--- config.mk ---
export PLATFORM = sky130hd
export DESIGN_NAME = palette_mapper
export DESIGN_NICKNAME = d
export VERILOG_FILES = /design/src/rtl/palette_pkg.sv /design/src/rtl/palette_mapper_fade_ctrl.sv /design/src/rtl/palette_mapper.sv
export SDC_FILE = /design/constraint.sdc
export NUM_CORES = 2
export LEC_CHECK = 0
export BUFFER_PORTS_ARGS = -buffer_cell sky130_fd_sc_hd__buf_2
export CAP_MARGIN = 40
export CORE_MARGIN = 1.5
export CORE_UTILIZATION = 59
export CTS_BUF_LIST = sky130_fd_sc_hd__clkbuf_4
export DETAILED_ROUTE_END_ITERATION = 10
export GPL_TIMING_DRIVEN = 0
export PLACE_DENSITY_LB_ADDON = 0.15
export SYNTH_ARGS = -nofsm -noshare
export SYNTH_HDL_FRONTEND = slang
export SYNTH_SLANG_ARGS = --single-unit
--- constraint.sdc ---
create_clock -name Clk -period 47.9 [get_ports Clk]
set_clock_uncertainty 0.15 [all_clocks]
set_input_delay 0 -clock Clk [delete_from_list [all_inputs] [get_ports Clk]]
set_output_delay 0 -clock Clk [all_outputs]
set_load 0.01 [all_outputs]
--- src/rtl/palette_pkg.sv ---
// Shared types and constants for the VGA palette mapper: colour record,
// fade engine states and the game's default colour table.
package palette_pkg;

  // Default geometry of the mapper.
  localparam int CODE_W_DEF      = 6;
  localparam int COLOR_W_DEF     = 8;
  localparam int FADE_SHIFT_DEF  = 4;
  localparam int FADE_PERIOD_DEF = 2;

  typedef struct packed {
    logic [7:0] r;
    logic [7:0] g;
    logic [7:0] b;
  } rgb_t;

  typedef enum logic [1:0] {
    IDLE     = 2'd0,
    FADE_OUT = 2'd1,
    DARK     = 2'd2,
    FADE_IN  = 2'd3
  } fade_state_t;

  // Named colour indices of the default table.
  localparam int C_BLACK       = 0;
  localparam int C_BLACK_ALT   = 1;
  localparam int C_GREEN       = 2;
  localparam int C_RED         = 3;
  localparam int C_SKY_BLUE    = 4;
  localparam int C_YELLOW      = 5;
  localparam int C_GREY        = 6;
  localparam int C_ORANGE      = 7;
  localparam int C_BROWN       = 8;
  localparam int C_PURPLE      = 9;
  localparam int C_NAVY        = 10;
  localparam int C_WHITE       = 11;
  localparam int C_LIME        = 12;
  localparam int C_DARK_GREY   = 13;
  localparam int C_LIGHT_BROWN = 14;

  // Entry 15 doubles as the fill colour for every index above the named ones.
  localparam rgb_t DEFAULT_FILL = 24'h404040;
  localparam rgb_t DEFAULT_PALETTE [16] = '{
    24'h000000, 24'h000000, 24'h27b212, 24'hd80222,
    24'h5db1f0, 24'hf1ff0a, 24'hb2b2b0, 24'hf27a00,
    24'h663300, 24'h8600b3, 24'h000066, 24'hffffff,
    24'h70f248, 24'h404040, 24'hffa64d, 24'h404040
  };

  // Reset colour of any palette index.
  function automatic rgb_t default_rgb(input int idx);
    if (idx < 16) return DEFAULT_PALETTE[idx[3:0]];
    return DEFAULT_FILL;
  endfunction

endpackage

--- src/rtl/palette_mapper_fade_ctrl.sv ---
// Frame-synchronised fade engine: state, frame-tick divider and level.
// The level only moves on frame_tick so a frame never mixes two levels.
module palette_mapper_fade_ctrl
  import palette_pkg::*;
#(
  parameter int FADE_SHIFT  = FADE_SHIFT_DEF,
  parameter int FADE_PERIOD = FADE_PERIOD_DEF
) (
  input  logic                Clk,
  input  logic                Reset,
  input  logic                frame_tick,
  input  logic                fade_out_req,
  input  logic                fade_in_req,
  output logic [FADE_SHIFT:0] level,
  output logic                busy
);

  localparam int LW = FADE_SHIFT + 1;
  localparam int CW = (FADE_PERIOD > 1) ? $clog2(FADE_PERIOD) : 1;
  localparam logic [LW-1:0] LVL_MAX  = LW'(2 ** FADE_SHIFT);
  localparam logic [CW-1:0] CNT_LAST = CW'(FADE_PERIOD - 1);

  fade_state_t   state_reg, state_next;
  logic [CW-1:0] cnt_reg, cnt_next;
  logic [LW-1:0] level_reg, level_next;

  // State, tick divider and level registers.
  always_ff @(posedge Clk or posedge Reset) begin
    if (Reset) begin
      state_reg <= IDLE;
      cnt_reg   <= '0;
      level_reg <= LVL_MAX;
    end else begin
      state_reg <= state_next;
      cnt_reg   <= cnt_next;
      level_reg <= level_next;
    end
  end

  // Next state: requests take precedence over a coincident tick, and a
  // reversal that finds the level already at its target ends immediately.
  always_comb begin
    state_next = state_reg;
    cnt_next   = cnt_reg;
    level_next = level_reg;
    case (state_reg)
      IDLE: begin
        if (fade_out_req) begin
          state_next = FADE_OUT;
          cnt_next   = '0;
        end
      end
      FADE_OUT: begin
        if (fade_in_req && !fade_out_req) begin
          state_next = (level_reg == LVL_MAX) ? IDLE : FADE_IN;
          cnt_next   = '0;
        end else if (frame_tick) begin
          if (cnt_reg == CNT_LAST) begin
            cnt_next   = '0;
            level_next = level_reg - LW'(1);
            if (level_reg == LW'(1)) state_next = DARK;
          end else begin
            cnt_next = cnt_reg + CW'(1);
          end
        end
      end
      DARK: begin
        if (fade_in_req && !fade_out_req) begin
          state_next = FADE_IN;
          cnt_next   = '0;
        end
      end
      FADE_IN: begin
        if (fade_out_req) begin
          state_next = (level_reg == '0) ? DARK : FADE_OUT;
          cnt_next   = '0;
        end else if (frame_tick) begin
          if (cnt_reg == CNT_LAST) begin
            cnt_next   = '0;
            level_next = level_reg + LW'(1);
            if (level_reg == LVL_MAX - LW'(1)) state_next = IDLE;
          end else begin
            cnt_next = cnt_reg + CW'(1);
          end
        end
      end
      default: begin
        state_next = IDLE;
        cnt_next   = '0;
        level_next = LVL_MAX;
      end
    endcase
  end

  assign level = level_reg;
  assign busy  = (state_reg == FADE_OUT) || (state_reg == FADE_IN);

endmodule

--- src/rtl/palette_mapper.sv ---
// Colour-code to RGB mapper for the VGA path: writable palette, two-stage
// pipeline (lookup, then fade/blank) and the fade engine instance.
module palette_mapper
  import palette_pkg::*;
#(
  parameter int CODE_W      = CODE_W_DEF,
  parameter int COLOR_W     = COLOR_W_DEF,
  parameter int FADE_SHIFT  = FADE_SHIFT_DEF,
  parameter int FADE_PERIOD = FADE_PERIOD_DEF
) (
  input  logic                 Clk,
  input  logic                 Reset,
  input  logic                 pix_valid,
  input  logic [CODE_W-1:0]    colorcode,
  input  logic                 blank,
  input  logic                 pal_we,
  input  logic [CODE_W-1:0]    pal_waddr,
  input  logic [3*COLOR_W-1:0] pal_wdata,
  input  logic                 frame_tick,
  input  logic                 fade_out_req,
  input  logic                 fade_in_req,
  output logic [COLOR_W-1:0]   VGA_R,
  output logic [COLOR_W-1:0]   VGA_G,
  output logic [COLOR_W-1:0]   VGA_B,
  output logic                 pix_valid_o,
  output logic [FADE_SHIFT:0]  fade_level,
  output logic                 fade_busy
);

  localparam int PW    = 3 * COLOR_W;
  localparam int DEPTH = 2 ** CODE_W;
  localparam int PRODW = COLOR_W + FADE_SHIFT + 1;

  logic [PW-1:0]      pal_reg [DEPTH];
  logic [PW-1:0]      rgb1_reg;
  logic               blank1_reg;
  logic               v1_reg;
  logic [COLOR_W-1:0] ch_scaled [3];

  // Channel times level, divided by full scale; level <= full scale so the
  // truncation to COLOR_W never drops significant bits.
  function automatic logic [COLOR_W-1:0] scale_ch(input logic [COLOR_W-1:0] c,
                                                  input logic [FADE_SHIFT:0] lvl);
    logic [PRODW-1:0] prod;
    prod = PRODW'(c) * PRODW'(lvl);
    prod = prod >> FADE_SHIFT;
    return prod[COLOR_W-1:0];
  endfunction

  genvar gi;
  generate
    for (gi = 0; gi < DEPTH; gi++) begin : g_pal
      // Palette entry: reloads its default on reset, written by pal_we.
      always_ff @(posedge Clk or posedge Reset) begin
        if (Reset) begin
          pal_reg[gi] <= PW'(default_rgb(gi));
        end else if (pal_we && (pal_waddr == CODE_W'(gi))) begin
          pal_reg[gi] <= pal_wdata;
        end
      end
    end
    for (gi = 0; gi < 3; gi++) begin : g_ch
      assign ch_scaled[gi] = scale_ch(rgb1_reg[gi*COLOR_W +: COLOR_W], fade_level);
    end
  endgenerate

  // Stage 1: palette lookup; a same-cycle write is seen one pixel later.
  always_ff @(posedge Clk or posedge Reset) begin
    if (Reset) begin
      rgb1_reg   <= '0;
      blank1_reg <= 1'b0;
      v1_reg     <= 1'b0;
    end else begin
      rgb1_reg   <= pal_reg[colorcode];
      blank1_reg <= blank;
      v1_reg     <= pix_valid;
    end
  end

  // Stage 2: apply blanking and fade level; data is not gated by pix_valid.
  always_ff @(posedge Clk or posedge Reset) begin
    if (Reset) begin
      VGA_R       <= '0;
      VGA_G       <= '0;
      VGA_B       <= '0;
      pix_valid_o <= 1'b0;
    end else begin
      VGA_R       <= blank1_reg ? '0 : ch_scaled[2];
      VGA_G       <= blank1_reg ? '0 : ch_scaled[1];
      VGA_B       <= blank1_reg ? '0 : ch_scaled[0];
      pix_valid_o <= v1_reg;
    end
  end

  palette_mapper_fade_ctrl #(
    .FADE_SHIFT (FADE_SHIFT),
    .FADE_PERIOD(FADE_PERIOD)
  ) u_fade (
    .Clk         (Clk),
    .Reset       (Reset),
    .frame_tick  (frame_tick),
    .fade_out_req(fade_out_req),
    .fade_in_req (fade_in_req),
    .level       (fade_level),
    .busy        (fade_busy)
  );

endmodule
After elaboration in Yosys (flattened, before gate mapping)
Index checks and enable logic that the tools add are counted.
{"block": "word_totals", "latch_bits": 0, "register_bits": 1595, "n_memories": 0, "wordCells": 272, "in_bits": 44, "ram_bits": 0, "romBits": 0}
{"block": "classes", "n_lt_le_gt_ge": 1, "mux": 33, "multipliers": 3, "div": 0, "bitwise_logic": 1, "eq_ne": 83, "reduce_logical": 74, "shift": 0, "n_addsub": 3}
{"cell": "$eq A6 B6 Y1 const B", "n": 32}
{"cell": "$bmux W24 S6", "n": 1}
{"cell": "$eq A6 B5 Y1 const B", "n": 16}
{"cell": "$logic_and A1 B1 Y1", "n": 65}
{"cell": "$eq A6 B4 Y1 const B", "n": 8}
{"cell": "$mux W24", "n": 2}
{"cell": "$mul A8 B5 Y12", "n": 3}
{"cell": "$mux W5", "n": 6}
{"cell": "$eq A6 B3 Y1 const B", "n": 4}
{"cell": "$mux W2", "n": 12}
{"cell": "$mux W8", "n": 3}
{"cell": "$eq A6 B2 Y1 const B", "n": 2}
{"cell": "$ne A2 B2 Y1 const B", "n": 5}
{"cell": "$pmux W5 S2", "n": 1}
{"cell": "$ne A3 B2 Y1 const B", "n": 3}
{"cell": "$pmux W2 S4", "n": 1}
{"cell": "$reduce_and A8 Y1", "n": 1}
{"cell": "$ge A7 B7 Y1 const B", "n": 1}
{"cell": "$not A6 Y7", "n": 1}
{"cell": "$reduce_and A7 Y1", "n": 1}
{"cell": "$eq A6 B1 Y1 const B", "n": 1}
{"cell": "$logic_not A6 Y1", "n": 1}
{"cell": "$mux W1", "n": 6}
{"cell": "$ne A2 B1 Y1 const B", "n": 3}
{"cell": "17 further kinds", "n": 19}

Logic depth before layout (Yosys ltp)
{"block": "logic_depth", "ltp_word": 6, "ltp_mapped": 15, "ltp_nobuf": 13}

Cells and area by module
A second synthesis with hierarchy kept.
{"block": "hier_totals", "hier_cells": 4878, "hier_area_um2": 74935.6}
{"mod": "palette_mapper", "cells_per_inst": 4803, "seq_area_each_um2": 40070.9, "instances": 1, "area_each_um2": 74270.0}
{"mod": "palette_mapper_fade_ctrl", "cells_per_inst": 75, "seq_area_each_um2": 201.4, "instances": 1, "area_each_um2": 665.6}

Worst setup path before layout
OpenSTA, ideal clock, no wires.
{"block": "synth_timing", "path_kind": "flip-flop to flip-flop", "startpoint": "register u_fade.level_reg[4] (netlist: u_fade.level[4])", "endpoint": "register VGA_G[7]", "path_buffers": 2, "arrival_time_ns": 3.792, "path_slack_ns": 43.863, "setup_ns": 0.095, "stages_incl_launch_ff": 15, "path_cell_list": "dfstp_2 -> clkbuf_1 -> clkbuf_1 -> and2_1 -> fa_1 -> fa_1 -> inv_1 -> fa_1 -> inv_1 -> ha_1 -> a21o_1 -> a21o_1 -> o21ai_0 -> a21boi_0 -> o31ai_1"}
{"block": "synth_between", "elab_chain_len": 2}
{"item": "from (decl)", "line_no": "palette_mapper_fade_ctrl.sv:25", "rtl": "logic [LW-1:0] level_reg, level_next;"}
{"item": "from (signal assigned)", "line_no": "palette_mapper_fade_ctrl.sv:36", "rtl": "level_reg <= level_next;"}
{"item": "$mul A8 B5 Y12", "line_no": "palette_mapper.sv:45", "rtl": "prod = PRODW'(c) * PRODW'(lvl);"}
{"item": "$mux W8", "line_no": "palette_mapper.sv:89", "rtl": "VGA_G <= blank1_reg ? '0 : ch_scaled[1];"}
{"item": "to (signal assigned)", "line_no": "palette_mapper.sv:89"}
{"item": "to (decl)", "line_no": "palette_mapper.sv:23", "rtl": "output logic [COLOR_W-1:0] VGA_G,"}
No other way between the ends.
A chain may end at the register's enable or synchronous reset.

Worst setup path after layout
{"block": "layout_timing", "startpoint": "register u_fade.level_reg[4] (netlist: u_fade.level[4])", "endpoint": "register VGA_B[7]"}
{"block": "layout_between", "elab_chain_len": 2}
{"item": "$mul A8 B5 Y12", "line_no": "palette_mapper.sv:45"}
{"item": "$mux W8", "line_no": "palette_mapper.sv:90", "rtl": "VGA_B <= blank1_reg ? '0 : ch_scaled[0];"}
{"item": "to (signal assigned)", "line_no": "palette_mapper.sv:90"}
{"item": "to (decl)", "line_no": "palette_mapper.sv:24", "rtl": "output logic [COLOR_W-1:0] VGA_B,"}
No other way between the ends.

==> results.txt <==
P_leak -> 39.9 nW
TritonCTS clock tree -> yes
Initial antenna violation count -> 17
CP endpoint kind -> register
Psw -> 0.960 mW
CTS sink cnt -> 1,595
Internal power -> 2.52 mW
FFs w/ async S/R, synth -> 100%
Most frequent cell after synthesis -> dfrtp_1
Dpl cells -> 6,603
DR DRC count -> 0
Arr. time, crit path -> 5740 ps
FF-to-FF Start -> u_fade.level[4]$_DFFE_PP1P_
Sequential area share after synthesis -> 53.9%
Max incr delay on CP -> 540 ps
Critical path cell sequence -> clkbuf_1 -> clkbuf_1 -> nand2_1 -> fa_1 -> fa_1 -> fa_1 -> inv_1 -> ha_1 -> nand4_1 -> a31oi_1 -> o21ai_0 -> a21boi_0 -> o31ai_1
First-pass GRT wire length -> 325,000 um
Class of the worst hold path -> primary input to register
Reg2reg setup slack -> 43,200 ps
Register share of total power -> 47.4%
Via count -> 47,100
Clk network pwr share -> 35.5%
H-tree levels -> 5
PnR worst setup slack -> 43,200 ps
WL final -> 218,000 um
Final setup fails -> 0
Die area -> 129,000 sq um
Fmax -> 213 MHz
Post-synth top flop -> dfrtp_1
Peak supply drop -> 0.0276 mV
Total Negative Setup Slacks -> 0 ps
CP Launch Type -> register
Pin count of the biggest net entering global routing -> 114
Clk slew on worst S/H paths -> 80 ps
Post-Layout Cell Count -> 7,507
List of most frequent post-synthesis cells -> dfrtp_1 (1,308), mux2_2 (965), mux2_1 (572), mux4_2 (368), clkbuf_1 (291)
Switching portion of total power -> 27.6%
# nets final -> 5,659
# resized after CTS -> 0
Cells after Synth -> 4,849
Status -> finished, final reports clean
Share of the synthesized area in the top cell type -> 43.8%
Final hold vios -> 0
Max-Cap Viols -> 0
Syn Nets -> 5,000
Layout cells sized above 1 -> 44.2%
Via-to-Cell Ratio -> 6.28
Chip height -> 359 um
Period utilisation layout -> 9.82%
Vias in the first global route -> 49,800
CTS root buf -> clkbuf_4
Die Wd -> 359 um
Gr usage total -> 34.5%
# rows -> 130
WL/cell -> 29.0 um
Cell Area, Synth -> 74,700 sq um
Core outline area -> 126,000 sq um
Max-slew violations -> 0
Hold endpoint -> pal_reg[1283]$_DFFE_PP0P_
Top cells by area, synth -> dfrtp_1 (44%), mux2_2 (15%), mux4_2 (11%)
Yosys cell types -> 58
Hold_buf cts -> 122
Setup CP Type -> register to register
GPL Wtd Cong -> 0.963
Port-buffer cells -> 44
DP HPWL -> 156,000 um
RR Endpoint -> VGA_B[7]$_DFF_PP0_
Antenna Nets Post-Route -> 0
Biggest area consumer among synthesized cells -> dfrtp_1
CTS buffer count -> 427
R2R depth -> 13
Starting density of the core -> 59.5%
Synth warn -> 0
Delay-heaviest family, CP -> adder cells
Average cell area after synthesis -> 15.4 sq um
Critical path buffers and inverters -> 3
Power Density -> 41.0 nW/um^2
Clock Path Buffers -> 4
Power Total -> 3.48 mW
Seq cells post-synth -> 1,595
HP Start -> pal_wdata[11]
Combinational Power Share -> 17.2%
Global route overflow -> 0
Layout area overhead -> 13.6%
Most Frequent Cell on Critical Path -> fa_1
Initial DRC count -> 3,972
DP Worst Slack -> 43,200 ps
Worst path required time -> 48,940 ps
# IOs -> 75
Slew Limit Headroom -> 34.6%
RSZ-0062 raised after global routing -> false
Pre-Repair DR Iteration Count -> 5
Slowest CP cell -> dfstp_2
Crit-path max FO -> 10
Largest register FFs -> 1,536
Worst slew pin tran -> 982 ps
WHS Path Cells -> 4
Clock latency on the worst-skew pair -> 1320 ps
Minimum clock period -> 4700 ps
Number of flops mapped to enable cells by yosys -> 0
Setup bufs post-CTS -> 0
==> placed cells by master, fill, tap and decap left out, types with 59 or more instances in the layout <==
cell type	netlist	final
mux2_1	572	572
dfstp_2	287	287
ha_1	59	59
buf_2	64	114
inv_1	74	73
nor2_1	76	76
mux2_2	965	965
clkbuf_1	291	291
o22ai_1	71	71
dlygate4sd3_1	0	121
buf_1	77	77
and2_1	75	75
dfrtp_1	1308	1308
nand2_1	125	125
clkbuf_4	0	725
mux4_2	368	368
==> cells by family (layout without fill, tap and decap cells) <==
| group | count (synthesis) | in the layout | synth area share [%] |
|---|---|---|---|
| xor+xnor | 31 | 31 | 0.363 |
| compound gates | 294 | 294 | 3.13 |
| buf+inv | 537 | 1528 | 3.08 |
| flops | 1595 | 1595 | 53.9 |
| fa+ha+maj | 107 | 107 | 2.27 |
| other cells | 0 | 17 | 0 |
| mux | 1927 | 1927 | 34.9 |
| simple gates | 358 | 358 | 2.31 |
==> routing by layer <==
layer	global-route usage, %	share of wire (%)	up-vias
li1	-	-	19500
met1	45.8	40	25100
met2	54.2	47	1926
met3	6.57	6.6	591
met4	19.2	5.9	4
met5	0	0.012	-
==> power groups by stage <==
| stage | combinational [mW] | clock, mW | sequential (mW) |
|---|---|---|---|
| final | 0.597 | 1.24 | 1.65 |
| after detailed placement | 0.584 | 0 | 1.67 |
| after global routing | 0.646 | 1.33 | 1.67 |
| after global placement | 0.559 | 0 | 1.67 |
| after CTS | 0.598 | 1.25 | 1.64 |
| after floorplan | 0.418 | 0 | 1.65 |
==> worst reg2reg max path, stage by stage, from the launching register on <==
cell and delay, ps:
dfstp_2 540, clkbuf_1 420, clkbuf_1 480, nand2_1 140, fa_1 530, fa_1 430, fa_1 490, inv_1 40
ha_1 330, nand4_1 130, a31oi_1 330, o21ai_0 170, a21boi_0 320, o31ai_1 120
==> cell type report <==
class / count / area [sq um]
Multi-Input combinational cell: 2717 / 32100
Sequential cell: 1595 / 40300
Inverter: 74 / 285
Timing Repair Buffer: 230 / 2450
Buffer: 463 / 2020
Fill cell: 9081 / 40700
Antenna cell: 17 / 42.5
Tap cell: 1650 / 2060
Clock inverter: 36 / 139
Clock buffer: 725 / 5440
==> stage by stage <==
step	utilization [%]	cell area, sq um	hold slack [ps]
final	67.6	84900	40.3
after global routing	67.6	84800	55.1
after global placement	61.3	77000	-39.0
after detailed placement	62.1	78000	-32.9
after floorplan	-	74700	-119
after CTS	67.5	84800	1.14
==> worst max-delay path by stage <==
stage | cells past startpoint | slack (ps) | to | startpoint
detailed placement | 14 | 43200 | VGA_G[7]$_DFF_PP0_ | u_fade.level[4]$_DFFE_PP1P_
finish | 13 | 43200 | VGA_B[7]$_DFF_PP0_ | u_fade.level[4]$_DFFE_PP1P_
global route | 14 | 42920 | VGA_G[7]$_DFF_PP0_ | u_fade.level[4]$_DFFE_PP1P_
global placement | 2 | -13760 | pal_reg[1359]$_DFFE_PP0P_ | Reset
CTS | 14 | 43210 | VGA_G[7]$_DFF_PP0_ | u_fade.level[4]$_DFFE_PP1P_
floorplan | 1 | 3220 | VGA_B[0]$_DFF_PP0_ | Reset
No activity file was read; power rests on OpenSTA's default activity.
